$ cat src/rtl/sprite_dispatcher_if.sv
// Bus bundle between the request/table/blitter side and sprite_dispatcher.
// master: drives requests, acks, table data and blitter_finished.
// slave:  the dispatcher itself.
interface sprite_dispatcher_if #(
  parameter int NUM_CH = 4,
  parameter int IDX_W  = 6,
  parameter int ADDR_W = 25,
  parameter int SIZE_W = 10
);
  localparam int CH_W = (NUM_CH > 1) ? $clog2(NUM_CH) : 1;

  logic [NUM_CH-1:0]          sprite_incoming;
  logic [NUM_CH*IDX_W-1:0]    sprite_num;
  logic [NUM_CH-1:0]          acknowledge_finished_sprite;
  logic [NUM_CH-1:0]          sprite_received;
  logic [NUM_CH-1:0]          sprite_finished;
  logic [IDX_W-1:0]           table_index;
  logic [ADDR_W+2*SIZE_W-1:0] table_data;
  logic                       blitter_start;
  logic                       blitter_finished;
  logic [ADDR_W-1:0]          sprite_address;
  logic [SIZE_W-1:0]          x_size;
  logic [SIZE_W-1:0]          y_size;
  logic [CH_W-1:0]            active_ch;
  logic                       busy;
  logic                       blit_error;

  modport master (
    output sprite_incoming, sprite_num, acknowledge_finished_sprite,
           table_data, blitter_finished,
    input  sprite_received, sprite_finished, table_index, blitter_start,
           sprite_address, x_size, y_size, active_ch, busy, blit_error
  );

  modport slave (
    input  sprite_incoming, sprite_num, acknowledge_finished_sprite,
           table_data, blitter_finished,
    output sprite_received, sprite_finished, table_index, blitter_start,
           sprite_address, x_size, y_size, active_ch, busy, blit_error
  );
endinterface

$ cat src/rtl/sprite_dispatcher.sv
// sprite_dispatcher: round-robin arbiter over NUM_CH sprite requesters.
// Each granted request looks up address/size in a synchronous sprite table,
// starts the blitter and runs the received/finished/ack handshake with the
// owning channel. Optional watchdog on the blit phase: define WATCHDOG_EN.
module sprite_dispatcher #(
  parameter int NUM_CH         = 4,
  parameter int IDX_W          = 6,
  parameter int ADDR_W         = 25,
  parameter int SIZE_W         = 10,
  parameter int TABLE_LAT      = 1,
  parameter int TIMEOUT_CYCLES = 65535
) (
  input logic Clk,
  input logic Reset,
  sprite_dispatcher_if.slave bus
);
  localparam int CH_W  = (NUM_CH > 1) ? $clog2(NUM_CH) : 1;
  localparam int LAT_W = $clog2(TABLE_LAT + 1);
  localparam logic [CH_W-1:0]  LAST_CH = CH_W'(NUM_CH - 1);
  localparam logic [LAT_W-1:0] LAT_END = LAT_W'(TABLE_LAT);

  typedef enum logic [2:0] {
    S_IDLE, S_LOOKUP, S_START, S_RELEASE, S_BLIT, S_DONE
  } state_t;

  state_t             state_q, state_d;
  logic [CH_W-1:0]    active_ch_q, active_ch_d;
  logic [CH_W-1:0]    last_grant_q, last_grant_d;
  logic [IDX_W-1:0]   table_index_q, table_index_d;
  logic [ADDR_W-1:0]  addr_q, addr_d;
  logic [SIZE_W-1:0]  xs_q, xs_d;
  logic [SIZE_W-1:0]  ys_q, ys_d;
  logic [LAT_W-1:0]   lat_cnt_q, lat_cnt_d;
  logic               done_q, done_d;

  logic [CH_W-1:0]    grant_ch;
  logic [CH_W-1:0]    cand;
  logic               grant_vld;
  logic [NUM_CH-1:0]  act_onehot;
  logic               act_req;
  logic               act_ack;
  logic               lookup_end;
  logic               timeout;

  // Round-robin pick: first requesting channel after the last one served
  always_comb begin
    grant_vld = 1'b0;
    grant_ch  = '0;
    cand      = '0;
    for (int k = 1; k <= NUM_CH; k++) begin
      cand = CH_W'((int'(last_grant_q) + k) % NUM_CH);
      if (!grant_vld && bus.sprite_incoming[cand]) begin
        grant_vld = 1'b1;
        grant_ch  = cand;
      end
    end
  end

  // Decode of the granted channel and its request/ack lines
  always_comb begin
    act_onehot = '0;
    act_onehot[active_ch_q] = 1'b1;
    act_req    = bus.sprite_incoming[active_ch_q];
    act_ack    = bus.acknowledge_finished_sprite[active_ch_q];
    lookup_end = (lat_cnt_q == LAT_END);
  end

`ifdef WATCHDOG_EN
  localparam int WD_W = $clog2(TIMEOUT_CYCLES + 1);
  localparam logic [WD_W-1:0] WD_END = WD_W'(TIMEOUT_CYCLES - 1);

  logic [WD_W-1:0] wd_cnt_q, wd_cnt_d;
  logic            err_q, err_d;

  // Watchdog: counts BLIT cycles; error latched on forced exit, dropped when DONE ends
  always_comb begin
    wd_cnt_d = (state_q == S_BLIT) ? wd_cnt_q + 1'b1 : '0;
    timeout  = (state_q == S_BLIT) && (wd_cnt_q == WD_END);
    err_d    = err_q;
    if ((state_q == S_BLIT) && !done_q && timeout) begin
      err_d = 1'b1;
    end else if ((state_q == S_DONE) && act_ack) begin
      err_d = 1'b0;
    end
  end

  // Watchdog registers
  always_ff @(posedge Clk or posedge Reset) begin
    if (Reset) begin
      wd_cnt_q <= '0;
      err_q    <= 1'b0;
    end else begin
      wd_cnt_q <= wd_cnt_d;
      err_q    <= err_d;
    end
  end

  assign bus.blit_error = err_q;
`else
  assign timeout        = 1'b0;
  assign bus.blit_error = 1'b0;
`endif

  // FSM state register
  always_ff @(posedge Clk or posedge Reset) begin
    if (Reset) begin
      state_q <= S_IDLE;
    end else begin
      state_q <= state_d;
    end
  end

  // FSM next-state logic
  always_comb begin
    state_d = state_q;
    case (state_q)
      S_IDLE:    if (grant_vld)          state_d = S_LOOKUP;
      S_LOOKUP:  if (lookup_end)         state_d = S_START;
      S_START:                           state_d = S_RELEASE;
      S_RELEASE: if (!act_req)           state_d = S_BLIT;
      S_BLIT:    if (done_q || timeout)  state_d = S_DONE;
      S_DONE:    if (act_ack)            state_d = S_IDLE;
      default:                           state_d = S_IDLE;
    endcase
  end

  // FSM outputs: strobes are decoded from state and steered to the granted channel
  always_comb begin
    bus.blitter_start   = (state_q == S_START);
    bus.sprite_received = ((state_q == S_START) || (state_q == S_RELEASE)) ? act_onehot : '0;
    bus.sprite_finished = (state_q == S_DONE) ? act_onehot : '0;
    bus.busy            = (state_q != S_IDLE);
  end

  // Transaction context: grant capture, table wait counter, result capture, done flag
  always_comb begin
    active_ch_d   = active_ch_q;
    last_grant_d  = last_grant_q;
    table_index_d = table_index_q;
    addr_d        = addr_q;
    xs_d          = xs_q;
    ys_d          = ys_q;
    lat_cnt_d     = '0;
    done_d        = done_q;
    case (state_q)
      S_IDLE: begin
        done_d = 1'b0;
        if (grant_vld) begin
          active_ch_d   = grant_ch;
          table_index_d = bus.sprite_num[int'(grant_ch)*IDX_W +: IDX_W];
        end
      end
      S_LOOKUP: begin
        lat_cnt_d = lat_cnt_q + 1'b1;
        if (lookup_end) begin
          {addr_d, xs_d, ys_d} = bus.table_data;
          lat_cnt_d = '0;
        end
      end
      // blitter_finished may arrive as early as the start pulse itself
      S_START, S_RELEASE, S_BLIT: begin
        if (bus.blitter_finished) done_d = 1'b1;
      end
      S_DONE: begin
        done_d = 1'b0;
        if (act_ack) last_grant_d = active_ch_q;
      end
      default: ;
    endcase
  end

  // Transaction context registers
  always_ff @(posedge Clk or posedge Reset) begin
    if (Reset) begin
      active_ch_q   <= '0;
      last_grant_q  <= LAST_CH;
      table_index_q <= '0;
      addr_q        <= '0;
      xs_q          <= '0;
      ys_q          <= '0;
      lat_cnt_q     <= '0;
      done_q        <= 1'b0;
    end else begin
      active_ch_q   <= active_ch_d;
      last_grant_q  <= last_grant_d;
      table_index_q <= table_index_d;
      addr_q        <= addr_d;
      xs_q          <= xs_d;
      ys_q          <= ys_d;
      lat_cnt_q     <= lat_cnt_d;
      done_q        <= done_d;
    end
  end

  assign bus.table_index    = table_index_q;
  assign bus.sprite_address = addr_q;
  assign bus.x_size         = xs_q;
  assign bus.y_size         = ys_q;
  assign bus.active_ch      = active_ch_q;
endmodule

$ cat src/flat_wrapper.sv
// flat-port wrapper written by rule: the top's interface ports become plain ports
module sprite_dispatcher_flat 
#(
  parameter int NUM_CH         = 4,
  parameter int IDX_W          = 6,
  parameter int ADDR_W         = 25,
  parameter int SIZE_W         = 10,
  parameter int TABLE_LAT      = 1,
  parameter int TIMEOUT_CYCLES = 65535
)
  (Clk, Reset, bus_sprite_incoming, bus_sprite_num, bus_acknowledge_finished_sprite, bus_table_data, bus_blitter_finished, bus_sprite_received, bus_sprite_finished, bus_table_index, bus_blitter_start, bus_sprite_address, bus_x_size, bus_y_size, bus_active_ch, bus_busy, bus_blit_error);
  sprite_dispatcher_if #(.NUM_CH(NUM_CH), .IDX_W(IDX_W), .ADDR_W(ADDR_W), .SIZE_W(SIZE_W)) bus_i ();
  input logic Clk;
  input logic Reset;
  input wire logic [$bits(bus_i.sprite_incoming)-1:0] bus_sprite_incoming;
  input wire logic [$bits(bus_i.sprite_num)-1:0] bus_sprite_num;
  input wire logic [$bits(bus_i.acknowledge_finished_sprite)-1:0] bus_acknowledge_finished_sprite;
  input wire logic [$bits(bus_i.table_data)-1:0] bus_table_data;
  input wire logic [$bits(bus_i.blitter_finished)-1:0] bus_blitter_finished;
  output wire logic [$bits(bus_i.sprite_received)-1:0] bus_sprite_received;
  output wire logic [$bits(bus_i.sprite_finished)-1:0] bus_sprite_finished;
  output wire logic [$bits(bus_i.table_index)-1:0] bus_table_index;
  output wire logic [$bits(bus_i.blitter_start)-1:0] bus_blitter_start;
  output wire logic [$bits(bus_i.sprite_address)-1:0] bus_sprite_address;
  output wire logic [$bits(bus_i.x_size)-1:0] bus_x_size;
  output wire logic [$bits(bus_i.y_size)-1:0] bus_y_size;
  output wire logic [$bits(bus_i.active_ch)-1:0] bus_active_ch;
  output wire logic [$bits(bus_i.busy)-1:0] bus_busy;
  output wire logic [$bits(bus_i.blit_error)-1:0] bus_blit_error;
  assign bus_i.sprite_incoming = bus_sprite_incoming;
  assign bus_i.sprite_num = bus_sprite_num;
  assign bus_i.acknowledge_finished_sprite = bus_acknowledge_finished_sprite;
  assign bus_i.table_data = bus_table_data;
  assign bus_i.blitter_finished = bus_blitter_finished;
  assign bus_sprite_received = bus_i.sprite_received;
  assign bus_sprite_finished = bus_i.sprite_finished;
  assign bus_table_index = bus_i.table_index;
  assign bus_blitter_start = bus_i.blitter_start;
  assign bus_sprite_address = bus_i.sprite_address;
  assign bus_x_size = bus_i.x_size;
  assign bus_y_size = bus_i.y_size;
  assign bus_active_ch = bus_i.active_ch;
  assign bus_busy = bus_i.busy;
  assign bus_blit_error = bus_i.blit_error;
  sprite_dispatcher #(.NUM_CH(NUM_CH), .IDX_W(IDX_W), .ADDR_W(ADDR_W), .SIZE_W(SIZE_W), .TABLE_LAT(TABLE_LAT), .TIMEOUT_CYCLES(TIMEOUT_CYCLES)) u_core (.Clk(Clk), .Reset(Reset), .bus(bus_i));
endmodule
$ cat config.mk
export PLATFORM = sky130hd
export DESIGN_NAME = sprite_dispatcher_flat
export DESIGN_NICKNAME = d
export VERILOG_FILES = /design/src/rtl/sprite_dispatcher_if.sv /design/src/rtl/sprite_dispatcher.sv /design/src/flat_wrapper.sv
export SDC_FILE = /design/constraint.sdc
export NUM_CORES = 1
export LEC_CHECK = 0
export ABC_AREA = 1
export BUFFER_PORTS_ARGS = -buffer_cell sky130_fd_sc_hd__buf_4
export CORE_UTILIZATION = 50
export CTS_CLUSTER_SIZE = 20
export DETAILED_ROUTE_END_ITERATION = 6
export GPL_TIMING_DRIVEN = 0
export PLACE_DENSITY = 0.95
export SYNTH_ARGS = -nofsm -noshare
export SYNTH_HDL_FRONTEND = slang
export SYNTH_SLANG_ARGS = --single-unit
export TNS_END_PERCENT = 50
$ cat constraint.sdc
create_clock -name Clk -period 4.03 [get_ports Clk]
set_input_delay 0.403 -clock Clk [delete_from_list [all_inputs] [get_ports Clk]]
set_output_delay 0.403 -clock Clk [all_outputs]
set_load 0.01 [all_outputs]
==> impl_results.md, run 1 <==
* Status: finished, final reports clean
* Area of the multi-input gates at 1320 µm²
* Pint at 2.21 mW
* Fill cells at 386
* Post-CTS Resized at 0
* Synthesized instance count at 319
* Worst skew pair latency at 0.33 ns
* Worst Hold Class: in -> async
* Dominant cells by area after synthesis: dfrtp_1 48%, mux2_2 17%, nand2_1 8.4%
* Setup Crit Path Kind: reg -> reg
* Lkg Pwr at 2.30 nW
* Synth area leader: dfrtp_1
* Root buffer cell: clkbuf_8
* PortBufs at 142
* Area grow syn2layout at 45.5%
* Setup Fix Bufs, Post-CTS at 0
* First-pass GRT wire length at 12900 µm
* YS warnings at 0
* Final wirelength at 8230 µm
* Clk slew on worst S/H paths at 0.07 ns
* GPL Wtd Cong at 0.934
* Final setup TNS at 0 ns
* Max Cap Violations at 0
* Async set-reset flop share out of synthesis at 1.00
* Total Routing Usage GR at 0.271
* Sw Ratio at 0.412
* Initial antenna violation count at 0
* Post-synth top cells: 68 x nand2_1, 58 x dfrtp_1, 45 x mux2_2
* Row cnt at 27
* Critical path data arrival time at 2.26 ns
* N_diodes at 0
* Max IR drop VDD at 546 µV
* Depth of the CTS H-tree at 3
* Number of synthesized register bits at 60
* Pre-CTS WS at 2.03 ns
* Skew final at 0.0111 ns
* Critical path fanouts, max at 10
* Die Y at 79.8 µm
* CTS tree: built
* Sw Pwr at 1.55 mW
* Number of detailed-routing iterations run before antenna repair at 4
* Combinational Power Share at 0.561
* Clock share of power at 0.142
* Sink Count at 60
* Final Hold Violating Endpoints at 0
* Share of cells above drive strength 1 at 0.498
* Die width at 79.8 µm
* Mapped Area at 3030 µm²
* Post-DR vias/cell at 5.11
* Avg Inst Size Synth at 9.48 µm²
* Largest net degree at the start of global routing at 38
* DRT antenna net count at 0
* Num CTS Buffers at 9
* Final worst-path cycle share at 0.507
* Die Area at 6370 µm²
* Total gr overflow at 0
* Worst setup EP type: flip-flop
* Critical Path RT at 4.25 ns
* Starting Density at 0.533
* CORE AREA at 5680 µm²
* Cell variety after synth at 26
* Worst-Margin Slew at 0.529 ns
* Worst setup margin at 1.99 ns
* Fin nets at 553
* Max Slew Vio Count at 0
* Util after Layout at 0.776
* Sequential power share at 0.297
* Io pins at 144
* Top FF cell, synth: dfrtp_1
* Max Freq at 490 MHz
* Final setup violation count at 0
* Post-synth EDFFs at 0
* Pwr Total at 3.76 mW
* Max-slew headroom at 0.647
* FF+latch area at 1500 µm²
* 1st-iter DRT viols at 101
* Post-CTS Hold Buffers at 0
* # DRC at 0
* RSZ-0062 raised after global routing: no
* Pwr dens at 854 nW/µm²
* Most frequent cell after synthesis: nand2_1
* Top-area cell type share of the netlist area at 0.480
* Vias in the first global route at 2875
* Sequential cell area fraction in the yosys report at 0.497
* Fin crit period at 2.04 ns
* CP startpoint kind: flip-flop
* Clock Path Buffers at 2
* Via count at 2813
* Syn Nets at 399
* Drt wl/cell at 15.0 µm
* Final HPWL DP at 6310 µm
-- state kept, by name (all words and copies together), names as in the netlist --
signal and cells:
u_core.done_q 1, u_core.bus.x_size 10, u_core.last_grant_q 2, u_core.bus.table_index 6, u_core.bus.y_size 10, u_core.state_q 3, u_core.bus.sprite_address 25, u_core.bus.active_ch 2
u_core.lat_cnt_q 1
-- logic make-up after synthesis --
family	Yosys count	synth area share
AND/OR/NAND/NOR	149	0.237
flip-flops	60	0.497
buffers and inverters	47	0.0666
multiplexers	45	0.167
AO/OA/AOI/OAI	17	0.0302
other	1	0.00124
-- worst max-delay path, cell delays in order (launching register included) --
cell and delay (ns):
dfstp_2 0.60, inv_2 0.09, nand2_1 0.08, nand2_2 0.07, nand2_1 0.10, nand2_2 0.08
nand2_2 0.08, nand3_2 0.19, nand3_4 0.22, buf_8 0.15, nand2_2 0.04, nand3_1 0.07
nand2_1 0.06, nand2_1 0.05, nand2_1 0.05
-- metal layers --
metal / vias up / wire length [µm] / global-route usage / share of wire
met5: - / 0 / 0 / 0
met3: 16 / 468 / 0.0674 / 0.057
li1: 1350 / - / - / -
met1: 1334 / 2990 / 0.294 / 0.36
met2: 113 / 4580 / 0.508 / 0.56
met4: 0 / 196 / 0.0964 / 0.024
-- per-stage QoR --
stage / instance area, µm² / hold slack, ns / std cells
6_report: 4400 / 0.109 / 550
3_3_place_gp: 4180 / 0.434 / 533
4_1_cts: 4400 / 0.127 / 550
5_1_grt: 4400 / 0.152 / 550
2_1_floorplan: 3030 / 0.423 / 319
3_5_place_dp: 4200 / 0.438 / 534
-- cells in the final DEF, fill, tap and decap left out --
| cell type | instances |
|---|---|
| buf_4 | 144 |
| nand2_1 | 68 |
| dfrtp_1 | 58 |
| mux2_2 | 45 |
| inv_1 | 32 |
| nand3_1 | 29 |
| nor2_1 | 21 |
| clkbuf_8 | 10 |
| nand4_1 | 9 |
| o21ai_0 | 9 |
| nand2_2 | 9 |
| inv_2 | 7 |
| or2_1 | 6 |
| buf_2 | 5 |
| a21oi_1 | 3 |
| o22ai_1 | 2 |
| nand3_4 | 2 |
| o21ai_1 | 2 |
| clkinv_2 | 2 |
| clkinvlp_4 | 2 |
| dfstp_2 | 2 |
| nor4b_2 | 1 |
| nor2_4 | 1 |
| nand2_4 | 1 |
| nand3_2 | 1 |
| buf_8 | 1 |
| a21oi_2 | 1 |
| nor2_2 | 1 |
| conb_1 | 1 |
| clkinv_4 | 1 |
| bufinv_16 | 1 |
| buf_12 | 1 |
-- path summary, 6_finish.rpt --
kind	slack, ns	from	endpoint	cells past startpoint
setup / recovery	1.99	u_core.last_grant_q[1]	u_core.bus.table_index[2]	14
hold / removal	0.11	Reset	u_core.bus.table_index[1]	2
setup reg to reg	1.99	u_core.last_grant_q[1]	u_core.bus.table_index[2]	14
hold reg to reg	0.44	u_core.lat_cnt_q	u_core.lat_cnt_q	1
max in group asynchronous	3.34	Reset	u_core.bus.sprite_address[8]	3
min in group Clk	0.30	bus_table_data[20]	u_core.bus.sprite_address[0]	2
-- final cells by class --
type / instances / share of cell area
plain buffers: 8 / 0.0125
clock buffers: 10 / 0.0313
clock inverters: 6 / 0.0145
inverters: 39 / 0.0332
multi-input cells: 212 / 0.300
flip-flops and latches: 60 / 0.342
well taps: 72 / 0.0205
repair buffers: 143 / 0.247
-- power groups by stage --
| stage | clock [mW] | sequential, mW | combinational, mW |
|---|---|---|---|
| 2_1_floorplan | 0 | 1.22 | 1.18 |
| 3_3_place_gp | 0 | 1.10 | 2.01 |
| 3_5_place_dp | 0 | 1.12 | 2.10 |
| 4_1_cts | 0.547 | 1.11 | 2.12 |
| 5_1_grt | 0.570 | 1.15 | 2.31 |
| 6_report | 0.536 | 1.12 | 2.11 |
No activity file was read; power rests on OpenSTA's default activity.
==> run 2, diff against run 1 <==
--- a/config.mk
+++ b/config.mk
@@ -7,11 +7,11 @@
 export LEC_CHECK = 0
 export ABC_AREA = 1
 export BUFFER_PORTS_ARGS = -buffer_cell sky130_fd_sc_hd__buf_4
-export CORE_UTILIZATION = 50
+export CORE_UTILIZATION = 47
 export CTS_CLUSTER_SIZE = 20
 export DETAILED_ROUTE_END_ITERATION = 6
 export GPL_TIMING_DRIVEN = 0
-export PLACE_DENSITY = 0.95
+export PLACE_DENSITY = 0.91
 export SYNTH_ARGS = -nofsm -noshare
 export SYNTH_HDL_FRONTEND = slang
 export SYNTH_SLANG_ARGS = --single-unit
==> constraint.sdc (replaced) <==
create_clock -name Clk -period 2.12 [get_ports Clk]
set_input_delay 0.212 -clock Clk [delete_from_list [all_inputs] [get_ports Clk]]
set_output_delay 0.212 -clock Clk [all_outputs]
set_load 0.01 [all_outputs]
==> impl_results.md, run 2 (same netlist as run 1, synthesis figures left out) <==
* Final HPWL DP at 6470 µm (+2.6%)
* Max Slew Vio Count at 0 (unchanged)
* Total gr overflow at 0 (unchanged)
* Max reg flops at 25 (unchanged)
* Number of detailed-routing iterations run before antenna repair at 5 (+1)
* Initial antenna violation count at 0 (unchanged)
* Depth of the CTS H-tree at 3 (unchanged)
* Fin crit period at 2.00 ns (-0.0463 ns)
* Total Routing Usage GR at 0.243 (-0.0286)
* Most frequent cells in the layout: 145 x buf_4, 68 x nand2_1, 58 x dfrtp_1
* First-pass GRT wire length at 12200 µm (-5.8%)
* Final Hold Violating Endpoints at 0 (unchanged)
* Final setup TNS at 0 ns (unchanged)
* Most common cell after layout, fill and taps aside: buf_4
* Skew final at 0.00577 ns (-0.00528 ns)
* Worst setup EP type: flip-flop
* Setup Crit Path Kind: reg -> reg
* Critical path data arrival time at 2.20 ns (-0.06 ns)
* Buf+Inv Stages, Crit Path at 1 (-1)
* Final Instance Count excl. Fillers at 557 (+1.3%)
* Clk slew on worst S/H paths at 0.07 ns (about the same)
* Crit-path cells: inv_2 -> nand2_1 -> nand2_1 -> nand2_1 -> nand2_2 -> nor2_4 -> nand2_1 -> o21ai_1 -> nor2_2 -> nand3_1 -> nand3_1
* CP max stage delay at 0.60 ns (about the same)
* Fill cells at 444 (+15%)
* Pwr dens at 1650 nW/µm² (+93%)
* Clock Path Buffers at 2 (unchanged)
* Critical path fanouts, max at 6 (-4)
* GPL Wtd Cong at 0.857 (-8.3%)
* Max Cap Violations at 0 (unchanged)
* N_diodes at 0 (unchanged)
* Vias in the first global route at 2735 (-4.9%)
* Critical path's slowest cell: dfstp_2
* Final wirelength at 8460 µm (+2.7%)
* Final setup violation count at 0 (unchanged)
* CTS tree: built
* Num CTS Buffers at 9 (unchanged)
* Row cnt at 28 (+3.7%)
* Die Area at 6760 µm² (+6.2%)
* DRT antenna net count at 0 (unchanged)
* Largest net degree at the start of global routing at 44 (+16%)
* # DRC at 0 (unchanged)
* Worst hold slack at 0.114 ns (+0.00444 ns)
* Die width at 82.2 µm (+3.1%)
* Sink Count at 60 (unchanged)
* Worst skew pair latency at 0.33 ns (about the same)
* Die Y at 82.2 µm (+3.1%)
* Max IR drop VDD at 1110 µV (+100%)
* Largest delay share family, worst path: simple AND/OR/NAND/NOR gates
* Root buffer cell: clkbuf_8
* Final worst-path cycle share at 0.942 (+0.435)
* Starting Density at 0.499 (-0.0339)
* Status: finished, final reports clean
* FF+latch area at 1500 µm² (unchanged)
* Area grow syn2layout at 47.8%
* CORE AREA at 6060 µm² (+6.8%)
* Most frequent CP cell: nand2_1
* PortBufs at 142 (unchanged)
* Lkg Pwr at 2.33 nW (+1.4%)
* Area of the multi-input gates at 1340 µm² (+1.5%)
* Post-DR vias/cell at 5.13 (+0.39%)
* Critical Path RT at 2.33 ns (-1.92 ns)
* Max Freq at 501 MHz (+2.3%)
* Fin nets at 557 (+0.72%)
* Placed cell count at 537 (+0.56%)
* CP startpoint kind: flip-flop
* Worst Hold Class: in -> reg
* Share of cells above drive strength 1 at 0.498 (about the same)
* Io pins at 144 (unchanged)
* Via count at 2860 (+1.7%)
* 1st-iter DRT viols at 142 (+41%)
* Drt wl/cell at 15.2 µm (+1.4%)
run 2: cell types whose count changed in the layout (fill, tap and decap cells not counted):
cell           previous run  this run
clkinv_2                  2         1
buf_4                   144       145
clkinvlp_4                2         1
bufinv_16                 1         2
buf_6                     0         1
nor2_2                    1         2
nand3_4                   2         3
clkinv_4                  1         0
nor2_1                   21        20
clkbuf_1                  0         2
dlygate4sd3_1             0         1
run 2: stage by stage:
stage | utilization | area, µm² | total power, mW | setup slack, ns
after CTS | 0.731 | 4430 | 7.28 | 0.119
final | 0.738 | 4470 | 7.37 | 0.124
after global placement | 0.691 | 4190 | 5.91 | -0.253
after detailed placement | 0.694 | 4210 | 6.13 | 0.128
after global routing | 0.738 | 4470 | 7.85 | -0.00111
after floorplan | - | 3030 | 4.56 | 0.357
run 2: routing by layer:
metal  vias to the layer above  track usage  part of all wire
met5                         -            0                 0
met4                         0        0.118             0.023
met3                        21       0.0615             0.065
met2                       140        0.426              0.54
met1                      1343        0.274              0.38
li1                       1356            -                 -
run 2: worst paths after layout:
kind	to	cells past startpoint	startpoint	slack, ns
max	u_core.bus.table_index[1]	11	u_core.last_grant_q[1]	0.12
min	u_core.bus.x_size[0]	2	bus_table_data[10]	0.11
max reg2reg	u_core.bus.table_index[1]	11	u_core.last_grant_q[1]	0.12
min reg2reg	u_core.lat_cnt_q	1	u_core.lat_cnt_q	0.47
max in group asynchronous	u_core.bus.x_size[1]	4	Reset	1.10
min in group asynchronous	u_core.bus.table_index[3]	3	Reset	0.44
run 2: worst register-to-register path, cell delays in order (launching register included):
cell and delay, ns:
dfstp_2 0.60, inv_2 0.08, nand2_1 0.06, nand2_1 0.09, nand2_1 0.08, nand2_2 0.08
nor2_4 0.15, nand2_1 0.08, o21ai_1 0.37, nor2_2 0.11, nand3_1 0.10, nand3_1 0.07
run 2: where the power goes:
part           internal, mW  switching [mW]
clock network         0.693           0.430
registers              1.75           0.382
logic                  1.93            2.19
total                  4.38            3.00
run 2: area by class of cell:
class,count,share of cell area
multi-input cells,213,0.300
inverters,39,0.0327
well taps,75,0.0210
clock inverters,4,0.0162
repair buffers,146,0.248
plain buffers,8,0.0132
clock buffers,12,0.0325
flip-flops and latches,60,0.336
run 2: repair_timing:
| action | in CTS | in global routing |
|---|---|---|
| resized for setup | 0 | 3 |
| hold endpoints to repair | 15 | 0 |
| setup buffers | 0 | 2 |
| endpoints found under the setup margin | 0 | 6 |
| hold buffers | 1 | 0 |
==> run 3, diff against run 2 <==
--- a/config.mk
+++ b/config.mk
@@ -7,11 +7,12 @@
 export LEC_CHECK = 0
 export ABC_AREA = 1
 export BUFFER_PORTS_ARGS = -buffer_cell sky130_fd_sc_hd__buf_4
+export CORE_ASPECT_RATIO = 0.7
 export CORE_UTILIZATION = 47
 export CTS_CLUSTER_SIZE = 20
 export DETAILED_ROUTE_END_ITERATION = 6
-export GPL_TIMING_DRIVEN = 0
 export PLACE_DENSITY = 0.91
+export REMOVE_ABC_BUFFERS = 1
 export SYNTH_ARGS = -nofsm -noshare
 export SYNTH_HDL_FRONTEND = slang
 export SYNTH_SLANG_ARGS = --single-unit
==> impl_results.md, run 3 (same netlist as run 1, synthesis figures left out) <==
* Root buffer cell: clkbuf_8
* Total gr overflow at 0 (unchanged)
* Most common cell after layout, fill and taps aside: buf_4
* Max IR drop VDD at 885 µV (-20%)
* Clk slew on worst S/H paths at 0.08 ns (about the same)
* Critical path data arrival time at 2.23 ns (+0.03 ns)
* Depth of the CTS H-tree at 3 (unchanged)
* Placed cell count at 535 (-0.37%)
* Final Instance Count excl. Fillers at 563 (+1.1%)
* Worst setup EP type: flip-flop
* Number of detailed-routing iterations run before antenna repair at 7 (+2)
* Final worst-path cycle share at 0.951 (+0.00892)
* Max Freq at 496 MHz (-0.94%)
* Crit-path cells: buf_4 -> nand2_1 -> nand3_1 -> nand2_1 -> nor2_4 -> nand3_4 -> nand3_4 -> buf_6 -> nand2_2 -> nand3_1 -> nand2_1 -> nand2_1 -> nand2_1
* Most frequent CP cell: nand2_1
* Max reg flops at 25 (unchanged)
* Num CTS Buffers at 9 (unchanged)
* Via count at 2857 (-0.10%)
* PortBufs at 142 (unchanged)
* FF-to-FF Start: u_core.last_grant_q[0]
* Worst Hold Class: in -> reg
* Setup crit start: u_core.last_grant_q[0]
* 1st-iter DRT viols at 204 (+44%)
* Final wirelength at 8460 µm (about the same)
* Pre-CTS WS at 0.0909 ns (-0.0374 ns)
* Initial antenna violation count at 0 (unchanged)
* Max Slew Vio Count at 0 (unchanged)
* Die Area at 6770 µm² (about the same)
* N_diodes at 0 (unchanged)
* Status: complete, but fails checks
* Lkg Pwr at 2.36 nW (+1.3%)
* Setup Crit Path Kind: reg -> reg
* Violated checks: design-rule violations
* Die Y at 69.1 µm (-16%)
* First-pass GRT wire length at 13100 µm (+7.9%)
* Fin nets at 560 (+0.54%)
* Largest net degree at the start of global routing at 46 (+4.5%)
* GPL Wtd Cong at 0.911 (+6.4%)
* Util after Layout at 0.732 (-0.00594)
* Pwr dens at 1670 nW/µm² (+1.0%)
* Max-slew headroom at 0.616
* Worst setup margin at 0.105 ns (-0.0189 ns)
* Total Routing Usage GR at 0.246 (+0.00325)
* Sink Count at 60 (unchanged)
* Buf+Inv Stages, Crit Path at 2 (+1)
* Fill cells at 458 (+3.2%)
* Pwr Total at 7.58 mW (+2.8%)
* Worst-Margin Slew at 0.576 ns
* Share of cells above drive strength 1 at 0.520 (+0.0217)
* CP startpoint kind: flip-flop
* Max Cap Violations at 0 (unchanged)
* Final setup violation count at 0 (unchanged)
* Worst skew pair latency at 0.33 ns (about the same)
* Final Hold Violating Endpoints at 0 (unchanged)
* Min-delay src: bus_table_data[38]
* Post-DR vias/cell at 5.07 (-1.2%)
* Largest delay share family, worst path: simple AND/OR/NAND/NOR gates
* Most frequent cells in the layout: 152 x buf_4, 63 x nand2_1, 58 x dfrtp_1
* Io pins at 144 (unchanged)
* Vias in the first global route at 2749 (+0.51%)
* CORE AREA at 6220 µm² (+2.6%)
* Skew final at 0.0109 ns (+0.00515 ns)
* # DRC at 5 (+5)
* DRT antenna net count at 0 (unchanged)
* Area grow syn2layout at 50.4%
* Drt wl/cell at 15.0 µm (-1.0%)
* Final HPWL DP at 6140 µm (-5.2%)
* Clock Path Buffers at 2 (unchanged)
* Starting Density at 0.487 (-0.0125)
* Critical path's slowest cell: dfstp_2
* Critical Path RT at 2.34 ns (about the same)
* Critical path fanouts, max at 9 (+3)
* Row cnt at 24 (-14%)
* Fin crit period at 2.02 ns (+0.0189 ns)
* Die width at 97.9 µm (+19%)
* CTS tree: built
* CP max stage delay at 0.62 ns (+0.02 ns)
* RSZ-0062 raised after global routing: yes
[run 3: changes by cell type in the layout (fill, tap and decap cells not counted), sizes merged]
cell	before	now
clkinv	1	5
bufinv	2	1
clkbuf	12	9
buf	153	156
[run 3: path summary, 6_finish.rpt]
path / end / slack (ns) / depth (start not counted)
min in group asynchronous: u_core.bus.table_index[4] / 0.51 / 3
min: u_core.bus.sprite_address[18] / 0.11 / 2
max: u_core.bus.table_index[2] / 0.10 / 13
min reg2reg: u_core.lat_cnt_q / 0.47 / 1
max reg2reg: u_core.bus.table_index[2] / 0.10 / 13
max in group asynchronous: u_core.last_grant_q[0] / 0.95 / 4
[run 3: stage by stage]
step           setup TNS [ns]  hold WS, ns  instance area [µm²]
2_1_floorplan          -14.57        0.363                 2970
3_5_place_dp                0        0.279                 4180
4_1_cts                     0       0.0964                 4390
6_report                    0        0.112                 4550
5_1_grt               -0.0987       0.0980                 4550
3_3_place_gp                0        0.268                 4180
[run 3: where the power goes]
group	internal, mW	leakage, nW	switching (mW)
Sequential	1.75	0.706	0.392
Combinational	2.10	1.56	2.31
Clock	0.548	0.0994	0.482
[run 3: metal layers]
layer  share of wire  global-route usage  routed length [µm]  vias to the layer above
met5               0                   0                   0                        -
met4           0.015              0.0657                 125                        0
met3           0.069              0.0659                 585                       18
met2            0.49               0.401                4110                      126
met1            0.43               0.326                3640                     1351
li1                -                   -                   -                     1362
[run 3: repair_timing]
action                                  in CTS  in global routing
hold buffers                                 1                  0
setup buffers                                0                 10
endpoints found under the hold margin       21                  0
resized for setup                            0                 16
endpoints found under the setup margin       0                  6
[run 3: final cells by class]
type                       count  area [µm²]  area share
clock buffer                   9         124      0.0272
clock inverter                 7        77.6      0.0171
inverter                      39         149      0.0327
multi-input combinational    213        1380       0.304
sequential                    60        1500       0.331
tap                           78        97.6      0.0215
timing repair buffer         157        1210       0.267
